$ cat src/rtl/quiz_inverse_solver.sv
// Inverse power-scale-fold solver: finds the first (A,B) in 0..3 x 0..3 with fold(A * x^B) == target.
// Latency: start edge is cycle 0, candidate idx evaluated in cycle idx+1, done high in cycle k+2 (k = last idx).
// Backpressure: none; start is only accepted in IDLE and is silently dropped while busy or done.
//
// Ports:
//   clk, rst            - clock, synchronous active-high reset
//   start, target, x    - request pulse plus value to invert and base (latched on accepted start)
//   busy, done          - scanning indicator, one-cycle result-valid pulse
//   found, a_out, b_out - first match flag and its coefficient/exponent (held until next start)
//   match_count         - number of matching pairs seen in the scan

module quiz_inverse_solver #(
   parameter bit STOP_ON_FIRST = 1'b1
) (
   input  logic       clk,
   input  logic       rst,
   input  logic       start,
   input  logic [7:0] target,
   input  logic [3:0] x,
   output logic       busy,
   output logic       done,
   output logic       found,
   output logic [1:0] a_out,
   output logic [1:0] b_out,
   output logic [4:0] match_count
);

   typedef enum logic [1:0] {
      IDLE = 2'd0,
      EVAL = 2'd1,
      DONE = 2'd2
   } state_t;

   state_t      state;
   state_t      state_nxt;

   logic [7:0]  tgt_q;
   logic [3:0]  x_q;
   logic [11:0] p;
   logic [1:0]  a_cnt;
   logic [1:0]  b_cnt;

   logic [13:0] v;
   logic [13:0] v_m1;
   logic [13:0] rem;
   logic [7:0]  fold_v;
   logic        hit;
   logic        last;
   logic [15:0] p_next;

   // Forward datapath for the current candidate. v never exceeds 3*15^3 = 10125,
   // so 14 bits hold it exactly. fold maps 1..255 onto itself and wraps every 255 above.
   always_comb begin
      v      = 14'(a_cnt) * 14'(p);
      v_m1   = v - 14'd1;
      rem    = v_m1 % 14'd255;
      fold_v = (v == 14'd0) ? 8'd0 : (rem[7:0] + 8'd1);
      hit    = (fold_v == tgt_q);
      last   = ((a_cnt == 2'd3) && (b_cnt == 2'd3)) || (STOP_ON_FIRST && hit);
      // Only the low 12 bits are kept; the product after B = 3 is never used.
      p_next = 16'(p) * 16'(x_q);
   end

   always_comb begin
      state_nxt = state;
      busy      = 1'b0;
      done      = 1'b0;
      case (state)
         IDLE: begin
            if (start) state_nxt = EVAL;
         end
         EVAL: begin
            busy = 1'b1;
            if (last) state_nxt = DONE;
         end
         DONE: begin
            done      = 1'b1;
            state_nxt = IDLE;
         end
         default: state_nxt = IDLE;
      endcase
   end

   always_ff @(posedge clk) begin
      if (rst) begin
         state       <= IDLE;
         tgt_q       <= 8'd0;
         x_q         <= 4'd0;
         p           <= 12'd1;
         a_cnt       <= 2'd0;
         b_cnt       <= 2'd0;
         found       <= 1'b0;
         a_out       <= 2'd0;
         b_out       <= 2'd0;
         match_count <= 5'd0;
      end else begin
         state <= state_nxt;
         case (state)
            IDLE: begin
               if (start) begin
                  tgt_q       <= target;
                  x_q         <= x;
                  p           <= 12'd1;
                  a_cnt       <= 2'd0;
                  b_cnt       <= 2'd0;
                  found       <= 1'b0;
                  a_out       <= 2'd0;
                  b_out       <= 2'd0;
                  match_count <= 5'd0;
               end
            end
            EVAL: begin
               if (hit) begin
                  match_count <= match_count + 5'd1;
                  // found doubles as the "first match already captured" flag.
                  if (!found) begin
                     found <= 1'b1;
                     a_out <= a_cnt;
                     b_out <= b_cnt;
                  end
               end
               a_cnt <= a_cnt + 2'd1;
               if (a_cnt == 2'd3) begin
                  p     <= p_next[11:0];
                  b_cnt <= b_cnt + 2'd1;
               end
            end
            default: ;
         endcase
      end
   end

endmodule

$ cat config.mk
export PLATFORM = sky130hd
export DESIGN_NAME = quiz_inverse_solver
export DESIGN_NICKNAME = d
export VERILOG_FILES = /design/src/rtl/quiz_inverse_solver.sv
export SDC_FILE = /design/constraint.sdc
export NUM_CORES = 1
export LEC_CHECK = 0
export ABC_AREA = 1
export CORE_MARGIN = 3
export CORE_UTILIZATION = 64
export CTS_CLUSTER_DIAMETER = 30
export DETAILED_ROUTE_END_ITERATION = 8
export PLACE_DENSITY = 0.8
export SLEW_MARGIN = 0
export SYNTH_ARGS = -nofsm -noshare
export SYNTH_HDL_FRONTEND = slang
export SYNTH_SLANG_ARGS = --single-unit
$ cat constraint.sdc
create_clock -name clk -period 16.96 [get_ports clk]
set_clock_uncertainty 0.2 [all_clocks]
set_input_delay 1.696 -clock clk [delete_from_list [all_inputs] [get_ports clk]]
set_output_delay 1.696 -clock clk [all_outputs]
set_load 0.01 [all_outputs]
# Word level (Yosys, flattened, before mapping)
# Cells that the tools add are included.
[word_totals] regBits=40 input_bits=15 out_inout_bits=12 word_cells=64
[classes] reduce_logical=11 add_sub_neg=5 muxes=25 mul=2 n_div=1 eq_ne=10
[ops] cell="$mux 12" n=2
[ops] cell="$pmux 12 s2" n=1
[ops] cell="$pmux 2 s2" n=5
[ops] cell="$mux 2" n=8
[ops] cell="$logic_not 14->1" n=1
[ops] cell="$mod 14x8->14 const B" n=1
[ops] cell="$mul 2x12->14" n=1
[ops] cell="$sub 14x1->14 const B" n=1
[ops] cell="$mul 12x4->12" n=1
[ops] cell="$mux 5" n=2
[ops] cell="$ne 2x2->1 const B" n=5
[ops] cell="$pmux 5 s2" n=1
[ops] cell="$add 8x1->8 const B" n=1
[ops] cell="$eq 8x8->1" n=1
[ops] cell="$mux 8" n=1
[ops] cell="$eq 2x2->1 const B" n=3
[ops] cell="$reduce_and 2->1" n=3
[ops] cell="$reduce_and 3->1" n=2
[ops] cell="$add 5x1->5 const B" n=1
[ops] cell="$add 2x1->2 const B" n=2
[ops] cell="$mux 1" n=4
[ops] cell="$reduce_and 4->1" n=1
[ops] cell="$eq 2x1->1 const B" n=1
[ops] cell="$logic_not 2->1" n=1
[ops] cell="4 further kinds" n=4

# Logic depth before layout (Yosys ltp)
# Gate-level depths: netlist (run 1).
[depth] depth_word=9 depth_mapped=76 mapped_depth_nobuf=74

# Least setup slack after synthesis (run 1)
# Ideal clock, no wire load.
[synth_timing] path_type="register -> register" from="reg a_cnt[0]" to="reg a_out[0]" path_slack_ns=8.881 path_stages_with_launch=63 arrival_ns=7.751 required_ns=16.632 synth_period_minus_slack_ns=8.079 n_path_buf=2 cell_sequence="dfxtp_1 clkbuf_1 nand2_1 inv_1 ha_1 fa_1 inv_1 nand3_1 nor2_1 nand3_1 nor2_1 nand2_1 nor2_2 nand3_1 nand2_2 nand2_1 nor2_1 nand3_2 [27 not listed] ha_1 nand3_1 nor2_4 nand3_4 nand3_1 nand2_4 ha_1 nand2_1 xnor2_1 nand3b_1 nor2_1 nand3_1 nor2_2 nand3_2 nand2_2 nand3_1 nand2_1 nor2_1"
[synth_via] elab_chain_cells=8
[synth_lines] element="start, declared" line="40" text="logic [1:0] a_cnt;"
[synth_lines] element="start signal, assigned" line="122" text="a_cnt <= a_cnt + 2'd1;"
[synth_lines] element="$mul 2x12->14" line="54" text="v = 14'(a_cnt) * 14'(p);"
[synth_lines] element="$sub 14x1->14" line="55" text="v_m1 = v - 14'd1;"
[synth_lines] element="$mod 14x8->14" line="56" text="rem = v_m1 % 14'd255;"
[synth_lines] element="$add 8x1->8" line="57" text="fold_v = (v == 14'd0) ? 8'd0 : (rem[7:0] + 8'd1);"
[synth_lines] element="$mux 8" line="57"
[synth_lines] element="$eq 8x8->1" line="58" text="hit = (fold_v == tgt_q);"
[synth_lines] element="$ne 2x2->1 (no line)"
[synth_lines] element="$reduce_and 4->1 (no line)"
[synth_lines] element="end signal, assigned" line="118" text="a_out <= a_cnt;"
[synth_lines] element="end, declared" line="23" text="output logic [1:0] a_out,"
# Parallel ways exist; a longest one is shown, timed or not. The select of a mux whose other input is x is not followed.
# A chain may end at the register's enable or synchronous reset.

# Worst setup path after layout (run 1)
[layout_timing] from="reg a_cnt[1]" to="reg b_out[0]"
[layout_via] elab_chain_cells=8
[layout_lines] element="$mul 2x12->14 *" line="54"
[layout_lines] element="$sub 14x1->14" line="55"
[layout_lines] element="$mod 14x8->14" line="56"
[layout_lines] element="$add 8x1->8" line="57"
[layout_lines] element="$mux 8 *" line="57"
[layout_lines] element="$eq 8x8->1 *" line="58"
[layout_lines] element="$ne 2x2->1 (no line) *"
[layout_lines] element="$reduce_and 4->1 (no line) *"
[layout_lines] element="end signal, assigned" line="119" text="b_out <= b_cnt;"
[layout_lines] element="end, declared" line="24" text="output logic [1:0] b_out,"
# Every way passes the cells marked *; elsewhere a longest branch is shown, timed or not.

==> reports/summary.txt, run 1 <==
Status = completed
Worst path max stage delay = 630 ps
Worst-Skew Late Latency = 300 ps
Post-synthesis cell count = 1040
WS Path Type = register to register
Net count after synthesis = 1105
Most frequent CP cell = nand2_1
Die X = 103.1 µm
WP data arrival = 9110 ps
TritonCTS clock tree = yes
# port buffers = 26
Htree depth = 2
Root Buffer = clkbuf_8
Initial drt markers = 182
Max-cap viol count = 0
TNS Setup = 0 ps
Residual DRC = 0
CP bufs+invs = 5
Pins Over Slew Limit = 0
Share of layout cells above drive strength 1 = 10.20%
Total GRT Usage = 24.74%
Site row count = 34
CORE AREA = 8934 µm²
Remaining antenna violation count = 0
Worst EP required = 16910 ps
Hpwl dp = 10360 µm
First-pass GRT wire length = 22220 µm
Synth Area per Inst = 5.799 µm²
Number of buffers created by CTS = 5
Post-CTS Setup Bufs = 0
Antenna violations before repair = 0
Minimum clock period = 9159 ps
N_diodes = 0
Period utilization = 54.00%
Die height = 103.1 µm
Routed WL per cell = 10.98 µm
Minimum hold slack = 279.3 ps
Commonest non-fill, non-tap cell in the layout = nand2_1
Grt total ovfl = 0
Final setup violation count = 0
Post_cts resized = 0
Top delay family on crit path = simple AND/OR/NAND/NOR gates
Post-synth EDFFs = 0
Area overhead of the layout relative to synthesis = 7.178%
CP Launch Type = register
Vias in the first global route = 5348
Worst min path class = register to register
Cts hold-fix bufs = 0
Initial Util = 67.51%
Largest net degree at the start of global routing = 32
Sink Count = 40
Ports = 27
Synth unique cells = 42
Final Wtd Congestion = 0.8942
Slew @ Worst Pin = 1006 ps
Fmax = 0.1092 GHz
Vias = 6073
Initial DRT Pass Iterations = 4
Worst-path clk slew = 80 ps
Netlist Area Pre-Place = 6031 µm²
Final Hold Fails = 0
Most frequent cells in the layout = nand2_1, inv_1, nand3_1, nor2_1, dfxtp_1
WL final = 12820 µm
Fraction of registers with async set/reset = 0%
Worst-path fanout max = 15
CP max-delay cell = dfxtp_1
Synth Flop Type = dfxtp_1
Rel. slew slack = 32.71%
Synthesis Warnings = 0
Net count, final = 1123
DR vias/cell = 5.204
CP endpoint kind = register
Post-synthesis sequential area ratio = 13.28%
Max Buffers Root-to-Sink = 2
Die area = 10620 µm²
RSZ-0062 raised after global routing = no
Seq cells post-synth = 40
-- routing by layer --
metal | GRT usage (%) | wire length [µm]
met1 | 31.91 | 6127
met2 | 44.75 | 6239
met3 | 1.894 | 306
met4 | 5.876 | 144
met5 | 0 | 0
-- synth_stat cells, types with 2 or more instances --
library cell	count	share of area [%]
xor2_1	11	1.6
nand2_1	347	22
o21ai_1	8	0.66
nand2_2	27	2.8
nor2_4	14	2.6
dfxtp_1	40	13
o211ai_1	2	0.25
clkinv_1	2	0.12
nand2_4	11	2.1
nand3_4	2	0.58
and3_1	2	0.21
nor3_1	3	0.25
nand4_2	2	0.41
nand4_1	20	2.1
ha_1	32	6.6
nand3_2	12	2.0
o21bai_1	2	0.25
clkbuf_1	14	0.87
xnor2_1	10	1.5
nor2_2	10	1.0
o21ai_0	29	2.4
fa_1	18	6.0
a21oi_1	38	3.2
inv_2	13	0.81
or2_2	2	0.21
nor2_1	91	5.7
nand3b_1	4	0.50
nand3_1	103	8.5
inv_1	158	9.8
-- worst register-to-register path: cells and delay by family, from the launching register on --
family	cells	cell delay, ps
and+or+nand+nor	45	5420
buffers and inverters	5	450
AOI/OAI and AO/OA	4	840
adders and majority gates	5	1340
DFF	1	630
xor gates and xnor gates	1	130
-- flip-flops by register name, indices dropped and copies added, names as in the netlist --
signal	count
match_count	5
x_q	4
state	2
found	1
b_cnt	2
a_out	2
p	12
a_cnt	2
b_out	2
tgt_q	8
-- layout make-up --
class,instances,area (µm²)
Multi-Input combinational cell,811,4513
Fill cell,850,2470
Sequential cell,40,800.8
Inverter,173,649.4
Timing Repair Buffer,27,267.8
Tap cell,108,135.1
Clock buffer,6,82.58
Clock inverter,2,15.01
-- through the flow --
step                std cells  utilization (%)  instance area, µm²  worst slack (ps)
floorplan                1040                -                6031              8881
global placement         1159            71.26                6366              8009
detailed placement       1159            71.26                6366              7810
CTS                      1167            72.35                6464              7766
global route             1167            72.35                6464              6704
finish                   1167            72.35                6464              7801
-- logic make-up (layout without fill, tap and decap cells) --
| kind of cell | after synthesis | count (layout) | share of synthesized area [%] |
|---|---|---|---|
| simple gates | 652 | 652 | 51.02 |
| buf+inv | 189 | 208 | 11.89 |
| compound gates | 87 | 87 | 7.884 |
| fa+ha+maj | 50 | 50 | 12.61 |
| flops | 40 | 40 | 13.28 |
| xor+xnor | 22 | 22 | 3.319 |
-- final timing paths --
kind | cells past startpoint | to | start | slack (ps)
hold / removal | 2 | tgt_q[7]$_SDFFE_PP0P_ | tgt_q[7]$_SDFFE_PP0P_ | 280
setup / recovery | 60 | b_out[0]$_SDFFE_PP0P_ | a_cnt[1]$_SDFFE_PP0P_ | 7800
setup reg to reg | 60 | b_out[0]$_SDFFE_PP0P_ | a_cnt[1]$_SDFFE_PP0P_ | 7800
hold reg to reg | 2 | tgt_q[7]$_SDFFE_PP0P_ | tgt_q[7]$_SDFFE_PP0P_ | 280
Power of run 1 is left out: the tool's default activity adds up to more than one toggle a clock period on the data nets, which glitch-free logic cannot reach.
==> inputs of run 2 (changes only) <==
--- a/config.mk
+++ b/config.mk
@@ -7,10 +7,10 @@
 export LEC_CHECK = 0
 export ABC_AREA = 1
 export CORE_MARGIN = 3
-export CORE_UTILIZATION = 64
+export CORE_UTILIZATION = 63
 export CTS_CLUSTER_DIAMETER = 30
 export DETAILED_ROUTE_END_ITERATION = 8
-export PLACE_DENSITY = 0.8
+export PLACE_DENSITY = 0.79
 export SLEW_MARGIN = 0
 export SYNTH_ARGS = -nofsm -noshare
 export SYNTH_HDL_FRONTEND = slang
==> constraint.sdc (replaced) <==
create_clock -name clk -period 9.5 [get_ports clk]
set_clock_uncertainty 0.2 [all_clocks]
set_input_delay 0.95 -clock clk [delete_from_list [all_inputs] [get_ports clk]]
set_output_delay 0.95 -clock clk [all_outputs]
set_load 0.01 [all_outputs]
==> reports/summary.txt, run 2 (synthesized netlist as in run 1, its figures left out) <==
Die height = 103.8 µm
Site row count = 35
Fill count = 872
Grt total ovfl = 0
TritonCTS clock tree = yes
Share of layout cells above drive strength 1 = 12.79%
Max Buffers Root-to-Sink = 2
Status = completed
Routed WL per cell = 10.99 µm
Hpwl dp = 10420 µm
Period utilization = 91.40%
Final setup violation count = 0
Max-cap viol count = 0
Htree depth = 2
N_diodes = 0
Max FFs per register = 12
Initial DRT Pass Iterations = 5
Cts hold-fix bufs = 0
Post-Place Cells = 1183
CP endpoint kind = register
Antenna violations before repair = 0
Worst-path clk slew = 80 ps
Number of buffers created by CTS = 5
WP data arrival = 8660 ps
Biggest regs = p: 12 flops, tgt_q: 8 flops, match_count: 5 flops
Initial drt markers = 288
Sink Count = 40
Worst path max stage delay = 460 ps
Minimum clock period = 8683 ps
Largest net degree at the start of global routing = 31
Ports = 27
Slew @ Worst Pin = 526.0 ps
Vias in the first global route = 5749
# port buffers = 26
WL final = 13190 µm
Worst EP required = 9480 ps
CORE AREA = 9284 µm²
Most frequent cells in the layout = nand2_1, inv_1, nand3_1, nor2_1, a21oi_1
First-pass GRT wire length = 24070 µm
Root Buffer = clkbuf_8
Residual DRC = 0
Final Wtd Congestion = 0.8536
Top delay family on crit path = simple AND/OR/NAND/NOR gates
Multi-input gate area = 4614 µm²
Worst-path fanout max = 9
CP bufs+invs = 5
Initial Util = 64.96%
Area overhead of the layout relative to synthesis = 11.31%
WS Path Type = register to register
TNS Setup = 0 ps
Minimum hold slack = 277.3 ps
Vias = 6179
DR vias/cell = 5.149
Die area = 10780 µm²
Net count, final = 1135
Fmax = 0.1152 GHz
Top reg by flops = p
Register area = 815.8 µm²
Final Hold Fails = 0
Worst min path class = register to register
Worst-Skew Late Latency = 290 ps
Commonest non-fill, non-tap cell in the layout = nand2_1
CP max-delay cell = fa_2
Die X = 103.8 µm
Total GRT Usage = 25.12%
Rel. slew slack = 64.56%
CP Launch Type = register
Layout Cells excl Fill = 1200
Core Util, Final = 72.30%
Remaining antenna violation count = 0
Pins Over Slew Limit = 0
==> run 2: worst register-to-register path, delay by kind of cell, from the launching register on <==
| kind | cells | cell delay [ps] |
|---|---|---|
| fa+ha+maj | 5 | 1340 |
| buf+inv | 5 | 400 |
| xor+xnor | 1 | 130 |
| compound gates | 4 | 880 |
| simple gates | 45 | 5240 |
| flops | 1 | 390 |
==> run 2: timing repair <==
| item | in CTS | in global routing |
|---|---|---|
| hold endpoints to repair | 0 | 0 |
| setup buffers | 0 | 8 |
| resized for setup | 0 | 29 |
| setup endpoints to repair | 0 | 12 |
==> run 2: final timing paths <==
path / start / end / depth (start not counted) / slack, ps
hold reg to reg: tgt_q[5]$_SDFFE_PP0P_ / tgt_q[5]$_SDFFE_PP0P_ / 2 / 280
setup reg to reg: p[0]$_SDFFE_PP1P_ / a_out[1]$_SDFFE_PP0P_ / 60 / 820
hold / removal: tgt_q[5]$_SDFFE_PP0P_ / tgt_q[5]$_SDFFE_PP0P_ / 2 / 280
setup / recovery: p[0]$_SDFFE_PP1P_ / a_out[1]$_SDFFE_PP0P_ / 60 / 820
==> run 2: final cells by class <==
type	instances	share of cell area, %
Inverter	173	9.674
Clock buffer	6	1.230
Timing Repair Buffer	38	5.219
Sequential cell	40	12.15
Clock inverter	2	0.5778
Multi-Input combinational cell	812	68.74
Tap cell	129	2.404
==> run 2: routing by layer <==
metal	up-vias	GRT usage [%]	part of all wire, %
met1	2752	31.96	46
li1	3317	-	-
met5	-	0	0
met3	15	1.620	2.5
met2	95	46.05	50
met4	0	6.363	1.7
==> run 2: through the flow <==
stage                     area, µm²  worst slack (ps)
after floorplan                6031              1421
after global placement         6415             532.5
after detailed placement       6415             284.2
after CTS                      6536             263.0
after global routing           6713            -105.2
final                          6713             817.0
Power of run 2 is left out for the same reason.
==> inputs of run 3 (changes only) <==
--- a/config.mk
+++ b/config.mk
@@ -11,6 +11,7 @@
 export CTS_CLUSTER_DIAMETER = 30
 export DETAILED_ROUTE_END_ITERATION = 8
 export PLACE_DENSITY = 0.79
+export SKIP_CTS_REPAIR_TIMING = 1
 export SLEW_MARGIN = 0
 export SYNTH_ARGS = -nofsm -noshare
 export SYNTH_HDL_FRONTEND = slang
==> results of run 3 <==
No change in the layout: final DEF, timing and power equal those of run 2.
Power of run 3 is left out for the same reason.
